File: config.mk
export PLATFORM = sky130hd
export DESIGN_NAME = clkdiv_seq_ctrl_flat
export DESIGN_NICKNAME = d
export VERILOG_FILES = /design/src/rtl/clkdiv_seq_ctrl_pkg.sv /design/src/rtl/clkdiv_seq_ctrl_if.sv /design/src/rtl/clkdiv_seq_ctrl_sync_2ff.sv /design/src/rtl/clkdiv_seq_ctrl.sv /design/src/flat_wrapper.sv
export SDC_FILE = /design/constraint.sdc
export NUM_CORES = 1
export LEC_CHECK = 0
export CAP_MARGIN = 20
export CORE_MARGIN = 2
export CORE_UTILIZATION = 54
export CTS_BUF_LIST = sky130_fd_sc_hd__clkbuf_2
export DETAILED_ROUTE_END_ITERATION = 10
export PLACE_DENSITY_LB_ADDON = 0.2
export SYNTH_ARGS = -nofsm -noshare
export SYNTH_HDL_FRONTEND = slang
export SYNTH_HIERARCHICAL = 1
export SYNTH_SLANG_ARGS = --single-unit
File: constraint.sdc
create_clock -name clk -period 2.6 [get_ports clk]
set_input_delay 0.65 -clock clk [delete_from_list [all_inputs] [get_ports clk]]
set_output_delay 0.65 -clock clk [all_outputs]
set_load 0.01 [all_outputs]
File: src/rtl/clkdiv_seq_ctrl_pkg.sv
// clkdiv_ctrl_pkg: sequencer states, default timing and width helpers for the CLKDIV sequencer.
package clkdiv_ctrl_pkg;
    typedef enum logic [2:0] {
        IDLE, WAIT_LOCK, HOLD_RST, SETTLE, READY, CALIB_PULSE, CALIB_GAP, FAIL
    } state_e;
    typedef struct packed {
        logic resetn;
        logic calib;
        logic ready;
        logic busy;
        logic fail;
    } outs_t;
    localparam int LOCK_FILT_DEF       = 8;
    localparam int RST_HOLD_CYC_DEF    = 16;
    localparam int SETTLE_CYC_DEF      = 64;
    localparam int CALIB_PULSE_CYC_DEF = 2;
    localparam int CALIB_GAP_CYC_DEF   = 8;
    localparam int MAX_CALIB_DEF       = 4;
    function automatic int cnt_width(input int n);
        return (n < 1) ? 1 : $clog2(n + 1);
    endfunction
    function automatic int max2(input int a, input int b);
        return (a > b) ? a : b;
    endfunction
endpackage

File: src/rtl/clkdiv_seq_ctrl_if.sv
// clkdiv_seq_ctrl_if: control/status bundle between the CLKDIV sequencer and its environment.
interface clkdiv_seq_ctrl_if
    import clkdiv_ctrl_pkg::*;
#(
    parameter int CNT_W = cnt_width(MAX_CALIB_DEF)
);
    logic             enable_i;
    logic             pll_lock_i;
    logic             calib_req_i;
    logic             align_ok_i;
    logic             clkdiv_resetn_o;
    logic             clkdiv_calib_o;
    logic             ready_o;
    logic             busy_o;
    logic [CNT_W-1:0] calib_cnt_o;
    logic             fail_o;
    modport master (
        output enable_i, pll_lock_i, calib_req_i, align_ok_i,
        input  clkdiv_resetn_o, clkdiv_calib_o, ready_o, busy_o, calib_cnt_o, fail_o
    );
    modport slave (
        input  enable_i, pll_lock_i, calib_req_i, align_ok_i,
        output clkdiv_resetn_o, clkdiv_calib_o, ready_o, busy_o, calib_cnt_o, fail_o
    );
endinterface

File: src/rtl/clkdiv_seq_ctrl_sync_2ff.sv
// sync_2ff: two-flop synchronizer for a single asynchronous level.
module sync_2ff (
    input  logic clk,
    input  logic rst,
    input  logic d_i,
    output logic q_o
);
    logic [1:0] sync_q;
    always_ff @(posedge clk or posedge rst)
        if (rst) sync_q <= '0;
        else sync_q <= {sync_q[0], d_i};
    assign q_o = sync_q[1];
endmodule

File: src/rtl/clkdiv_seq_ctrl.sv
// clkdiv_seq_ctrl: bring-up and CALIB sequencer for a Gowin CLKDIV macro.
// Holds the divider in reset until PLL lock is filtered, lets it settle, then serves phase-rotation requests.
module clkdiv_seq_ctrl
    import clkdiv_ctrl_pkg::*;
#(
    parameter int LOCK_FILT       = LOCK_FILT_DEF,
    parameter int RST_HOLD_CYC    = RST_HOLD_CYC_DEF,
    parameter int SETTLE_CYC      = SETTLE_CYC_DEF,
    parameter int CALIB_PULSE_CYC = CALIB_PULSE_CYC_DEF,
    parameter int CALIB_GAP_CYC   = CALIB_GAP_CYC_DEF,
    parameter int MAX_CALIB       = MAX_CALIB_DEF
) (
    input logic              clk,
    input logic              rst,
    clkdiv_seq_ctrl_if.slave ctl
);
    localparam int LW = cnt_width(LOCK_FILT);
    localparam int TW = cnt_width(max2(max2(RST_HOLD_CYC, SETTLE_CYC), max2(CALIB_PULSE_CYC, CALIB_GAP_CYC)));
    localparam int CW = cnt_width(MAX_CALIB);
    localparam logic [TW-1:0] HOLD_LD   = TW'(RST_HOLD_CYC - 1);
    localparam logic [TW-1:0] SETTLE_LD = TW'(SETTLE_CYC - 1);
    localparam logic [TW-1:0] PULSE_LD  = TW'(CALIB_PULSE_CYC - 1);
    localparam logic [TW-1:0] GAP_LD    = TW'(CALIB_GAP_CYC - 1);

    state_e        state_q, state_d;
    logic [LW-1:0] filt_q, filt_d;
    logic [TW-1:0] tmr_q, tmr_d;
    logic [CW-1:0] cnt_q, cnt_d, cnt_eff;
    outs_t         outs_q, outs_d;
    logic          lock_s, lock_ok, tmr_done, lock_lost;

    sync_2ff u_sync (
        .clk (clk),
        .rst (rst),
        .d_i (ctl.pll_lock_i),
        .q_o (lock_s)
    );

    assign lock_ok   = filt_q == LW'(LOCK_FILT);
    assign filt_d    = !lock_s ? '0 : lock_ok ? filt_q : filt_q + LW'(1);
    assign tmr_done  = tmr_q == '0;
    assign lock_lost = !lock_s && (state_q inside {HOLD_RST, SETTLE, READY, CALIB_PULSE, CALIB_GAP, FAIL});
    // a simultaneous align_ok clears the attempt count before the request is judged
    assign cnt_eff   = ctl.align_ok_i ? '0 : cnt_q;

    always_comb begin
        state_d = state_q;
        tmr_d   = tmr_done ? tmr_q : tmr_q - TW'(1);
        cnt_d   = cnt_q;
        case (state_q)
            IDLE:        state_d = WAIT_LOCK;
            WAIT_LOCK:   if (lock_ok) begin
                             state_d = HOLD_RST;
                             tmr_d   = HOLD_LD;
                         end
            HOLD_RST:    if (tmr_done) begin
                             state_d = SETTLE;
                             tmr_d   = SETTLE_LD;
                         end
            SETTLE:      if (tmr_done) state_d = READY;
            READY: begin
                cnt_d = cnt_eff;
                if (ctl.calib_req_i && cnt_eff < CW'(MAX_CALIB)) begin
                    cnt_d   = cnt_eff + CW'(1);
                    state_d = CALIB_PULSE;
                    tmr_d   = PULSE_LD;
                end else if (ctl.calib_req_i) begin
                    state_d = FAIL;
                end
            end
            CALIB_PULSE: if (tmr_done) begin
                             state_d = CALIB_GAP;
                             tmr_d   = GAP_LD;
                         end
            CALIB_GAP:   if (tmr_done) state_d = READY;
            default:     state_d = state_q;
        endcase
        // enable low outranks lock loss; both abort whatever is in flight
        if (!ctl.enable_i || lock_lost) begin
            state_d = ctl.enable_i ? WAIT_LOCK : IDLE;
            tmr_d   = '0;
            cnt_d   = '0;
        end
    end

    assign outs_d = '{
        resetn: state_d inside {SETTLE, READY, CALIB_PULSE, CALIB_GAP, FAIL},
        calib:  state_d == CALIB_PULSE,
        ready:  state_d == READY,
        busy:   state_d inside {CALIB_PULSE, CALIB_GAP},
        fail:   state_d == FAIL
    };

    always_ff @(posedge clk or posedge rst)
        if (rst) begin
            state_q <= IDLE;
            filt_q  <= '0;
            tmr_q   <= '0;
            cnt_q   <= '0;
            outs_q  <= '0;
        end else begin
            state_q <= state_d;
            filt_q  <= filt_d;
            tmr_q   <= tmr_d;
            cnt_q   <= cnt_d;
            outs_q  <= outs_d;
        end

    assign ctl.clkdiv_resetn_o = outs_q.resetn;
    assign ctl.clkdiv_calib_o  = outs_q.calib;
    assign ctl.ready_o         = outs_q.ready;
    assign ctl.busy_o          = outs_q.busy;
    assign ctl.fail_o          = outs_q.fail;
    assign ctl.calib_cnt_o     = cnt_q;
endmodule

File: src/flat_wrapper.sv
// flat-port wrapper written by rule: the top's interface ports become plain ports
module clkdiv_seq_ctrl_flat import clkdiv_ctrl_pkg::*;
#(
    parameter int LOCK_FILT       = LOCK_FILT_DEF,
    parameter int RST_HOLD_CYC    = RST_HOLD_CYC_DEF,
    parameter int SETTLE_CYC      = SETTLE_CYC_DEF,
    parameter int CALIB_PULSE_CYC = CALIB_PULSE_CYC_DEF,
    parameter int CALIB_GAP_CYC   = CALIB_GAP_CYC_DEF,
    parameter int MAX_CALIB       = MAX_CALIB_DEF
)
  (clk, rst, ctl_enable_i, ctl_pll_lock_i, ctl_calib_req_i, ctl_align_ok_i, ctl_clkdiv_resetn_o, ctl_clkdiv_calib_o, ctl_ready_o, ctl_busy_o, ctl_calib_cnt_o, ctl_fail_o);
  clkdiv_seq_ctrl_if ctl_i ();
  input logic clk;
  input logic rst;
  input wire logic [$bits(ctl_i.enable_i)-1:0] ctl_enable_i;
  input wire logic [$bits(ctl_i.pll_lock_i)-1:0] ctl_pll_lock_i;
  input wire logic [$bits(ctl_i.calib_req_i)-1:0] ctl_calib_req_i;
  input wire logic [$bits(ctl_i.align_ok_i)-1:0] ctl_align_ok_i;
  output wire logic [$bits(ctl_i.clkdiv_resetn_o)-1:0] ctl_clkdiv_resetn_o;
  output wire logic [$bits(ctl_i.clkdiv_calib_o)-1:0] ctl_clkdiv_calib_o;
  output wire logic [$bits(ctl_i.ready_o)-1:0] ctl_ready_o;
  output wire logic [$bits(ctl_i.busy_o)-1:0] ctl_busy_o;
  output wire logic [$bits(ctl_i.calib_cnt_o)-1:0] ctl_calib_cnt_o;
  output wire logic [$bits(ctl_i.fail_o)-1:0] ctl_fail_o;
  assign ctl_i.enable_i = ctl_enable_i;
  assign ctl_i.pll_lock_i = ctl_pll_lock_i;
  assign ctl_i.calib_req_i = ctl_calib_req_i;
  assign ctl_i.align_ok_i = ctl_align_ok_i;
  assign ctl_clkdiv_resetn_o = ctl_i.clkdiv_resetn_o;
  assign ctl_clkdiv_calib_o = ctl_i.clkdiv_calib_o;
  assign ctl_ready_o = ctl_i.ready_o;
  assign ctl_busy_o = ctl_i.busy_o;
  assign ctl_calib_cnt_o = ctl_i.calib_cnt_o;
  assign ctl_fail_o = ctl_i.fail_o;
  clkdiv_seq_ctrl #(.LOCK_FILT(LOCK_FILT), .RST_HOLD_CYC(RST_HOLD_CYC), .SETTLE_CYC(SETTLE_CYC), .CALIB_PULSE_CYC(CALIB_PULSE_CYC), .CALIB_GAP_CYC(CALIB_GAP_CYC), .MAX_CALIB(MAX_CALIB)) u_core (.clk(clk), .rst(rst), .ctl(ctl_i));
endmodule
==> metrics.md <==
| Metric | Value |
|---|---|
| Status | `finished, final reports clean` |
| Synth area leader | `dfrtp_1` |
| Hold path start | `u_core/u_sync/sync_q[0]` |
| Peak VDD IR | `roughly 0.00044 V` |
| Cts bufs inserted | `3` |
| Synth area leaders | `dfrtp_1 45%, nor2_1 5.0%, ha_1 4.7%` |
| Final net count | `170` |
| Switching part of the total | `between 30 and 40%` |
| Placed cells | `~180` |
| R2R cell count | `9` |
| Register Area | `approximately 600 um2` |
| Logic gate share of total power | `between 30% and 40%` |
| Row count | `18` |
| Hpwl dp | `~1.9 mm` |
| Met1 wire length | `1.19 mm` |
| All-layer global routing usage | `about a fifth` |
| Sequential share of power | `47.1%` |
| Number of synthesized register bits | `24` |
| Dominant synthesized flop cell | `dfrtp_1` |
| Sequential share of the synthesized area | `around 45%` |
| Clock transition at path regs | `0.22 ns` |
| # H-tree levels | `1` |
| Die height | `around 54 um` |
| Mapped Cells | `about 140` |
| Initial drt markers | `26` |
| Non-filler cells, final | `188` |
| Met3 wire len | `114 um` |
| First-pass GRT wire length | `around 4.2 mm` |
| Commonest cells after routing, fill and taps aside | `24 x dfrtp_1, 18 x nor2_1, 13 x clkdlybuf4s50_1` |
| Hold Path Stages | `0` |
| Worst reg2reg startpoint | `u_core/tmr_q[0]` |
| Final-report setup violation count | `0` |
| Fmax achieved | `~450 MHz` |
| Commonest non-fill, non-tap cell in the layout | `dfrtp_1` |
| Detailed Routing Iterations Pass 1 | `4` |
| Full die area | `just under 0.003 mm2` |
| Bufs on Longest Clock Path | `2` |
| DRC viols | `0` |
| Int Pwr | `0.641 mW` |
| Initial Util | `a little under three fifths` |
| Post-CTS setup buffer count | `0` |
| RSZ-0062 raised after global routing | `false` |
| Fillers | `~210` |
| Worst path arrival time | `2.52 ns` |
| Core outline area | `between 0.002 and 0.0025 mm2` |
| Hold Path Class | `reg -> reg` |
| Reg2reg setup slack | `about 0.36 ns` |
| Part of the power in the clock network | `between 10% and 20%` |
| Final slew viol count | `0` |
| Power per cell area | `between 600 and 700 mW/mm2` |
| Vias in the first global route | `just under 1000` |
| Final worst path period share | `a little under nine tenths` |
| Avg Synthesized Cell Area | `9.34 um2` |
| P_sw | `~0.38 mW` |
| N_diodes | `0` |
| DP Worst Slack | `~0.3 ns` |
| WHS Endpoint | `u_core/u_sync/sync_q[1]` |
| Layout area overhead | `13.0%` |
| Remaining antenna violation count | `0` |
| Vias/cell | `~5.7` |
| Mapped Nets | `155` |
| EDFF count, synth | `0` |
| Vias post-DR | `1079` |
| Final Power | `a little over 1 mW` |
| TritonCTS clock tree | `built` |
| Max-Slew Margin vs Limit | `50.3%` |
| Critical Path Source Type | `flop` |
| CP Max Fanout | `5` |
| Routed WL | `2.56 mm` |
| Share of post-route cells with drive strength above 1 | `under 10%` |
| Pleak | `between 0.6 and 0.7 nW` |
| Clk sinks | `24` |
| Req. time, crit path | `2.88 ns` |
| Port Buffers | `13` |
| Final Skew | `slightly below 0.02 ns` |
| Mapped Area | `between 0.001 and 0.0015 mm2` |
| Routability congestion estimate | `~0.86` |
| Die W | `53.9 um` |
| Initial antenna violation count | `0` |
| Crit Path Class | `reg -> reg` |
| Root Buffer | `clkbuf_2` |
| Worst r2r dst | `u_core/tmr_q[0]` |
| Yosys cell types | `45` |
| YS warnings | `6` |
| Worst slew pin tran | `0.740 ns` |
| # resized after CTS | `0` |
| Top sig layer | `met4` |
| Clock Latency Late Sink | `~0.33 ns` |
| Boundary pin count | `14` |
| Area share of the largest cell type after synthesis | `44.7%` |
| Minimum clock period | `2.24 ns` |
| Largest net degree at the start of global routing | `23` |
| Maximum Capacitance Violations | `0` |
| Ys async rst share | `between 90% and 100%` |
| Met2 routed WL | `approximately 1.2 mm` |
| Hold Violations, Final | `0` |
| CP endpoint kind | `flop` |
| Drt wl/cell | `approximately 14 um` |
| Fin worst setup slack | `about 0.36 ns` |
| Grt total ovfl | `0` |
| Setup TNS | `0 ns` |
| Multi-input gate area | `just under 700 um2` |
| Cts hold-fix bufs | `0` |
-- critical path: stages, from the launching register on --
cell and delay (ns):
dfrtp_1 0.47, inv_1 0.07, ha_1 0.20, nor3b_2 0.35, nand2_1 0.21, ha_1 0.35, inv_1 0.05, o22ai_1 0.16
a22oi_1 0.11, a31oi_1 0.20
-- sequential cells by signal, summed over array words and instances (netlist names) --
signal                      flops
u_core/tmr_q                    7
u_core/filt_q                   4
u_core/ctl.calib_cnt_o          3
u_core/state_q                  3
u_core/u_sync/sync_q            2
u_core/ctl.busy_o               1
u_core/ctl.clkdiv_calib_o       1
u_core/ctl.clkdiv_resetn_o      1
u_core/ctl.fail_o               1
u_core/ctl.ready_o              1
-- synthesized netlist by cell type, drive strengths merged (2+ instances only) --
cell type / instances
a211o: 2
a21oi: 5
a22oi: 4
a32oi: 2
and2: 2
and3: 2
buf: 3
dfrtp: 24
ha: 5
inv: 11
nand2: 10
nand2b: 4
nand3: 4
nor2: 19
nor2b: 4
nor3: 3
nor3b: 3
o21ai: 4
o22ai: 2
o31ai: 4
or3: 3
xnor2: 3
xor2: 3
-- cell families after synthesis --
kind of cell	count (synthesis)	synth area share, %
fa+ha+maj	5	4.65
flops	24	44.7
mux	1	0.744
simple gates	60	23.5
buf+inv	15	4.46
compound gates	33	18.0
xor+xnor	6	3.91
-- power by group through the flow --
stage	clock network, mW	logic [mW]	registers (mW)
6_report	0.140	0.400	0.480
5_1_grt	0.158	0.450	0.485
4_1_cts	0.149	0.398	0.480
3_5_place_dp	0	0.396	0.487
3_3_place_gp	0	0.381	0.482
2_1_floorplan	0	0.325	0.468
-- layout make-up --
| class | instances | share of cell area (%) |
|---|---|---|
| multi-input cells | 105 | 45.0 |
| flip-flops and latches | 24 | 39.5 |
| repair buffers | 14 | 9.05 |
| inverters | 11 | 2.72 |
| well taps | 30 | 2.47 |
| clock buffers | 3 | 0.988 |
| clock inverters | 1 | 0.247 |
-- stage by stage --
step | hold slack [ns] | area, um2 | util [%]
after global routing | 0.397 | 1520 | 63.1
final | 0.384 | 1520 | 63.1
after detailed placement | 0.346 | 1500 | 62.3
after CTS | 0.390 | 1520 | 63.1
after floorplan | 0.331 | 1350 | -
after global placement | 0.339 | 1500 | 62.3
-- metal layers --
layer,up-vias,GRT usage [%]
li1,540,-
met1,509,26.9
met2,26,31.7
met3,4,3.33
met4,0,9.40
met5,-,0
-- worst max path at each step --
| stage | cells past startpoint | from | end |
|---|---|---|---|
| floorplan | 9 | u_core/tmr_q[0] | u_core/tmr_q[0] |
| global placement | 6 | ctl_align_ok_i | u_core/tmr_q[6] |
| detailed placement | 6 | ctl_align_ok_i | u_core/tmr_q[6] |
| CTS | 9 | u_core/tmr_q[0] | u_core/tmr_q[0] |
| global route | 9 | u_core/tmr_q[0] | u_core/tmr_q[0] |
| finish | 9 | u_core/tmr_q[0] | u_core/tmr_q[0] |
No activity file was read; power rests on OpenSTA's default activity.
